<file path="src/rtl/gpu_inst_pkg.sv">
// Shared definitions for the GPU instruction word, used by the host-side
// packer and by the decode stage.
package gpu_inst_pkg;

    localparam int INST_W         = 82;
    localparam int HOST_W         = 16;
    localparam int WORDS_PER_INST = 6;

    localparam int COORD_MSB = 81;
    localparam int COORD_LSB = 34;
    localparam int ALPHA_MSB = 33;
    localparam int ALPHA_LSB = 30;
    localparam int TEX_MSB   = 29;
    localparam int TEX_LSB   = 28;
    localparam int COLOR_MSB = 27;
    localparam int COLOR_LSB = 4;
    localparam int LAYER_BIT = 3;
    localparam int VERT_BIT  = 2;
    localparam int TYPE_BIT  = 1;
    localparam int FILL_BIT  = 0;

    typedef struct packed {
        logic [47:0] coordinates;
        logic [3:0]  alpha_val;
        logic [1:0]  texture_code;
        logic [23:0] color_code;
        logic        layer_num;
        logic        vertice_num;
        logic        inst_type;
        logic        fill_type;
    } inst_t;

endpackage

</file>
<file path="src/rtl/inst_packer.sv">
// Packs six 16-bit host command words into one 82-bit instruction and
// pushes it into the instruction FIFO through a one-entry output buffer.
// Word 0 carries only the top two instruction bits; its upper 14 bits are
// reserved. Word 5 goes straight into the buffer, so the collector only
// holds instruction bits [81:16].
module inst_packer
    import gpu_inst_pkg::*;
#(
    parameter int CNT_W = 16
) (
    input  logic               clk,
    input  logic               n_rst,
    input  logic [HOST_W-1:0]  host_data,
    input  logic               host_valid,
    input  logic               host_start,
    output logic               host_ready,
    input  logic               fifo_full,
    output logic               fifo_w_enable,
    output logic [INST_W-1:0]  fifo_w_data,
    output logic               sync_err,
    output logic               busy,
    output logic [CNT_W-1:0]   inst_count
);

    localparam logic [2:0] LAST_WORD = 3'(WORDS_PER_INST - 1);

    logic [2:0]               word_cnt;
    logic [INST_W-1:HOST_W]   asm_q;
    inst_t                    out_buf;
    logic                     out_full;
    logic                     accept;
    logic                     load;

    assign host_ready    = !(word_cnt == LAST_WORD && out_full && fifo_full);
    assign accept        = host_valid && host_ready;
    assign load          = accept && !host_start && word_cnt == LAST_WORD;
    assign fifo_w_enable = out_full && !fifo_full;
    assign fifo_w_data   = out_buf;
    assign busy          = (word_cnt != 3'd0) || out_full;

    // Collector: framing checks, word slotting and the sync_err pulse.
    always_ff @(posedge clk or negedge n_rst) begin
        if (!n_rst) begin
            word_cnt <= 3'd0;
            asm_q    <= '0;
            sync_err <= 1'b0;
        end else begin
            sync_err <= 1'b0;
            if (accept) begin
                if (host_start) begin
                    // A start mid-instruction abandons the partial one.
                    sync_err            <= (word_cnt != 3'd0);
                    asm_q[INST_W-1:80]  <= host_data[1:0];
                    word_cnt            <= 3'd1;
                end else if (word_cnt == 3'd0) begin
                    sync_err <= 1'b1;
                end else begin
                    case (word_cnt)
                        3'd1:    asm_q[79:64] <= host_data;
                        3'd2:    asm_q[63:48] <= host_data;
                        3'd3:    asm_q[47:32] <= host_data;
                        3'd4:    asm_q[31:16] <= host_data;
                        default: ;
                    endcase
                    word_cnt <= (word_cnt == LAST_WORD) ? 3'd0 : word_cnt + 3'd1;
                end
            end
        end
    end

    // Output buffer: a new load wins over the drain of the previous entry.
    always_ff @(posedge clk or negedge n_rst) begin
        if (!n_rst) begin
            out_buf  <= '0;
            out_full <= 1'b0;
        end else if (load) begin
            out_buf  <= inst_t'({asm_q, host_data});
            out_full <= 1'b1;
        end else if (fifo_w_enable) begin
            out_full <= 1'b0;
        end
    end

    // Count of instructions handed to the FIFO, wrapping naturally.
    always_ff @(posedge clk or negedge n_rst) begin
        if (!n_rst) begin
            inst_count <= '0;
        end else if (fifo_w_enable) begin
            inst_count <= inst_count + 1'b1;
        end
    end

endmodule

</file>
<file path="config.mk">
export PLATFORM = sky130hd
export DESIGN_NAME = inst_packer
export DESIGN_NICKNAME = d
export VERILOG_FILES = /design/src/rtl/gpu_inst_pkg.sv /design/src/rtl/inst_packer.sv
export SDC_FILE = /design/constraint.sdc
export NUM_CORES = 1
export LEC_CHECK = 0
export ABC_AREA = 1
export CAP_MARGIN = 15
export CELL_PAD_IN_SITES_DETAIL_PLACEMENT = 0
export CELL_PAD_IN_SITES_GLOBAL_PLACEMENT = 1
export CORE_MARGIN = 4
export CORE_UTILIZATION = 40
export DETAILED_ROUTE_END_ITERATION = 8
export PLACE_DENSITY_LB_ADDON = 0.1
export SYNTH_ARGS = -nofsm -noshare
export SYNTH_HDL_FRONTEND = slang
export SYNTH_SLANG_ARGS = --single-unit
</file>
<file path="constraint.sdc">
create_clock -name clk -period 2.41 [get_ports clk]
set_input_delay 0.482 -clock clk [delete_from_list [all_inputs] [get_ports clk]]
set_output_delay 0.482 -clock clk [all_outputs]
set_load 0.02 [all_outputs]
</file>
== Yosys cells after proc, flatten, opt, wreduce, memory -nomap -nowiden ==
Cells that the tools add are included.
W data, S select, Z words.

* Flip-flop bits (word level): 169
* Bits of input ports: 21
* Output and inout port bits: 102

* Add/subtract/negate cells: 2
* Equality and inequality tests: 6
* Muxes and demuxes: 8
* Bitwise gates (word level): 2
* Reductions and logical operators: 19

{| class="wikitable"
|+ Operators with widths
! kind !! count
|-
| $add A16 B1 Y16 const B || 1
|-
| $reduce_and A4 Y1 || 4
|-
| $mux W3 || 3
|-
| $eq A3 B2 Y1 const B || 2
|-
| $eq A3 B3 Y1 const B || 2
|-
| $logic_and A1 B1 Y1 || 6
|-
| $mux W1 || 5
|-
| $reduce_and A2 Y1 || 2
|-
| $add A3 B1 Y3 const B || 1
|-
| $eq A3 B1 Y1 const B || 1
|-
| $logic_not A1 Y1 || 3
|-
| $logic_not A3 Y1 || 1
|-
| $reduce_bool A3 Y1 || 1
|-
| $ne A2 B2 Y1 const B || 1
|-
| $not A1 Y1 || 2
|-
| $reduce_bool A2 Y1 || 1
|-
| $logic_or A1 B1 Y1 || 1
|}

== Logic depth before layout (Yosys ltp) ==
* Depth after elaboration: 8
* Mapped depth: 11
* Gate-level depth less buffers: 9

== Least setup slack after synthesis ==
OpenSTA, ideal clock, no wires.

* Path type: input-to-reg
* Start point: input port host_start
* End point: register asm_q[71] (netlist bit)
* Arrival: 2.010 ns
* Data required time: 2.285 ns
* Slack: 0.275 ns
* Stages: 7
* Path buffers: 2
* Cells stage by stage: inv_1 clkbuf_1 ha_1 nand3_1 nor2_2 buf_4 mux2_2

* Longest elaborated chain between the ends: 2

{| class="wikitable"
|+ Ends and longest elaborated chain
! item !! line !! text
|-
| from (decl) || inst_packer.sv:15 || <nowiki>input logic host_start,</nowiki>
|-
| $not A1 Y1 (no line) || -- ||
|-
| $reduce_and A4 Y1 (no line) || -- ||
|-
| to (signal, indexed assignment) || inst_packer.sv:53 || <nowiki>asm_q[INST_W-1:80] <= host_data[1:0];</nowiki>
|-
| to (decl) || inst_packer.sv:28 || <nowiki>logic [INST_W-1:HOST_W] asm_q;</nowiki>
|}

Every way passes these cells.
A chain may end at the register's enable or synchronous reset.

== Worst setup path in the final report ==
* Start point: register word_cnt[1]
* End point: output port busy

* Longest elaborated chain between the ends: 2

{| class="wikitable"
|+ Ends and longest elaborated chain
! item !! line !! text
|-
| from (decl) || inst_packer.sv:27 || <nowiki>logic [2:0] word_cnt;</nowiki>
|-
| from (signal assigned) || inst_packer.sv:65 || <nowiki>word_cnt <= (word_cnt == LAST_WORD) ? 3'd0 : word_cnt + 3'd1;</nowiki>
|-
| $reduce_bool A3 Y1 || inst_packer.sv:39 || <nowiki>assign busy = (word_cnt != 3'd0) || out_full;</nowiki>
|-
| $logic_or A1 B1 Y1 || inst_packer.sv:39 ||
|-
| to (decl) || inst_packer.sv:21 || <nowiki>output logic busy,</nowiki>
|}

Every way passes these cells.

==> metrics.txt <==
WP data arrival=around 1.8 ns; CP Cell Sequence=nor3_1 -> inv_1 -> or2_2 -> dlygate4sd2_1; Final Hold Fails=0; Clk pin slew, worst setup/hold paths=approximately 0.060 ns; crit path buf inv count=2; synthesized area=between 0.006 and 0.007 mm²; worst stage delay on the critical path=around 0.43 ns; total wire length=18000 µm; global-route wire length before repair=29200 µm; worst endpoint required time=a little under 2 ns; WHS=roughly 0.45 ns; total power=0.0105 W; register area share after synthesis=0.608; number of buffers created by CTS=17; most common cell after layout, fill and taps aside=nand2_1; Rel. slew slack=0.665; Avg Vias per Cell=a little under 5; WL/cell=around 17 µm; commonest non-fill, non-tap cells in the layout=nand2_1, dfrtp_1, clkdlybuf4s50_1, nand3_1, mux2_2; Bufs on Longest Clock Path=2; PortBufs=roughly 120; Synth Warn #=0; Fmax achieved=0.439 GHz; kind of critical path=reg -> out; fin crit share=0.945; Routed Antenna Nets=0; Syn Area/Cell=around 9.5 µm²; io pins=roughly 120; CP Max Fanout=5; Clock Latency Late Sink=0.42 ns; Setup crit end kind=output pin; Cells after Synth=roughly 730; Placeable Area=0.0168 mm²; layout cells sized above 1=0.112; final instance area=between 0.009 and 0.01 mm²; H-tree lvl count=4; Worst VDD drop=0.564 mV; Die Span Y=roughly 140 µm; Slew Viols, Final=0; number of remaining DRC errors=0; Setup crit start kind=register; Hold Path Class=in -> async; skew final=0.0105 ns; initial antenna violation count=0; Row Count=between 40 and 50; Cell Area, Placed=between 0.008 and 0.009 mm²; FILL cells=1552; DRT Pass-1 Iters=4; GPL Wtd Cong=about 0.8; CTS tree=done; run status=completed; CP max stage cell=dfrtp_1; Global Route Usage Sum=0.189; n_diodes=0; Placed Instances=~1100; final setup fails=0; RSZ-0062 raised after global routing=false; synth unique cells=25; syn_nets=about 760; DR vias=~5300; initial core utilization=0.414; post-route setup TNS=0 ns; Leakage=4.55 nW; Layout Cells excl Fill=1092; drt initial violations=roughly 360; Top delay family on crit path=simple AND/OR/NAND/NOR gates; die area=between 0.015 and 0.02 mm²; GR Overflow Total=0; largest net degree at the start of global routing=slightly below 70; Die Span X=between 100 and 150 µm; vias in the first global route=between 5000 and 6000; HPWL after DPL=~12000 µm; power density over the cells=~1200 mW/mm²; Least-Margin Pin Slew=around 0.50 ns; flops & latches, synth=roughly 170; area grow syn2layout=30.4%; Sink Count=approximately 170; crit path time final=2.28 ns; clk root buf=clkbuf_16; Max-Cap Viols=0; nets@finish=between 800 and 900
==> through the flow <==
stage	worst slack, ns	util
after CTS	0.0931	0.540
after detailed placement	0.184	0.504
after global routing	0.0101	0.540
after global placement	0.190	0.504
after floorplan	0.275	-
final	0.134	0.540
==> per-layer routing <==
layer	GRT usage	routed length (µm)	vias up	share of wire
li1	-	-	2602	-
met1	0.269	8370	2574	0.46
met2	0.289	8320	122	0.46
met3	0.0443	1060	19	0.059
met4	0.0597	277	0	0.015
met5	0	0	-	0
==> report_power, final <==
group | total (W) | switching (W) | internal (W)
Combinational | 0.00332 | 0.00179 | 0.00154
Clock | 0.00272 | 0.00107 | 0.00165
Sequential | 0.00442 | 0.000593 | 0.00383
Total | 0.0105 | 0.00345 | 0.00702
==> what timing repair did <==
item / 4_1_cts / 5_1_grt
hold buffers: 1 / 0
setup buffers: 0 / 0
endpoints found under the hold margin: 14 / 0
setup endpoints to repair: 1 / 0
gates resized for setup: 1 / 0
==> registers in the layout (all words and copies together), names as in the netlist <==
name and flops:
asm_q 66, sync_err 1, word_cnt 3, fifo_w_data 82, out_full 1, inst_count 16
==> path summary, 6_finish.rpt <==
kind	from	endpoint	slack, ns	cells past startpoint
hold reg to reg	fifo_w_data[5]$_DFFE_PN0P_	fifo_w_data[5]$_DFFE_PN0P_	0.47	2
setup / recovery	word_cnt[1]$_DFFE_PN0P_	busy	0.13	4
setup reg to reg	word_cnt[1]$_DFFE_PN0P_	asm_q[58]$_DFFE_PN0P_	0.66	7
max in group asynchronous	n_rst	asm_q[39]$_DFFE_PN0P_	1.26	3
min in group clk	fifo_w_data[5]$_DFFE_PN0P_	fifo_w_data[5]$_DFFE_PN0P_	0.47	2
hold / removal	n_rst	inst_count[12]$_DFFE_PN0P_	0.45	2
==> logic make-up (layout without fill, tap and decap cells) <==
group                      Yosys count  count (layout)  share of synthesized area
buffers and inverters               65             205                     0.0466
adders and majority gates            4               4                    0.00719
and+or+nand+nor                    428             428                      0.259
xor gates and xnor gates             9               9                     0.0113
AOI/OAI and AO/OA                   27              27                     0.0194
muxes                               30              30                     0.0485
DFF                                169             169                      0.608
==> final cells by class <==
| cell class | instances | area [µm²] | share of cell area |
|---|---|---|---|
| flip-flops and latches | 169 | 4230 | 0.466 |
| multi-input cells | 498 | 2410 | 0.266 |
| inverters | 29 | 109 | 0.0120 |
| well taps | 220 | 275 | 0.0303 |
| clock buffers | 24 | 502 | 0.0553 |
| clock inverters | 7 | 90.1 | 0.00993 |
| repair buffers | 145 | 1460 | 0.161 |
==> cells in the mapped netlist, drive strengths merged <==
library cell / n / area, µm²
xor2: 5 / 43.8
mux2: 30 / 338
nand4: 3 / 18.8
clkinv: 1 / 3.75
clkbuf: 11 / 41.3
a21oi: 3 / 15.0
buf: 25 / 174
or2: 1 / 6.26
inv: 28 / 105
nand3: 107 / 536
nor2: 27 / 131
ha: 4 / 50.1
dfrtp: 169 / 4230
nand2: 286 / 1090
o21ai: 24 / 120
nor3: 4 / 20.0
xnor2: 4 / 35.0
No activity file was read; power rests on OpenSTA's default activity.
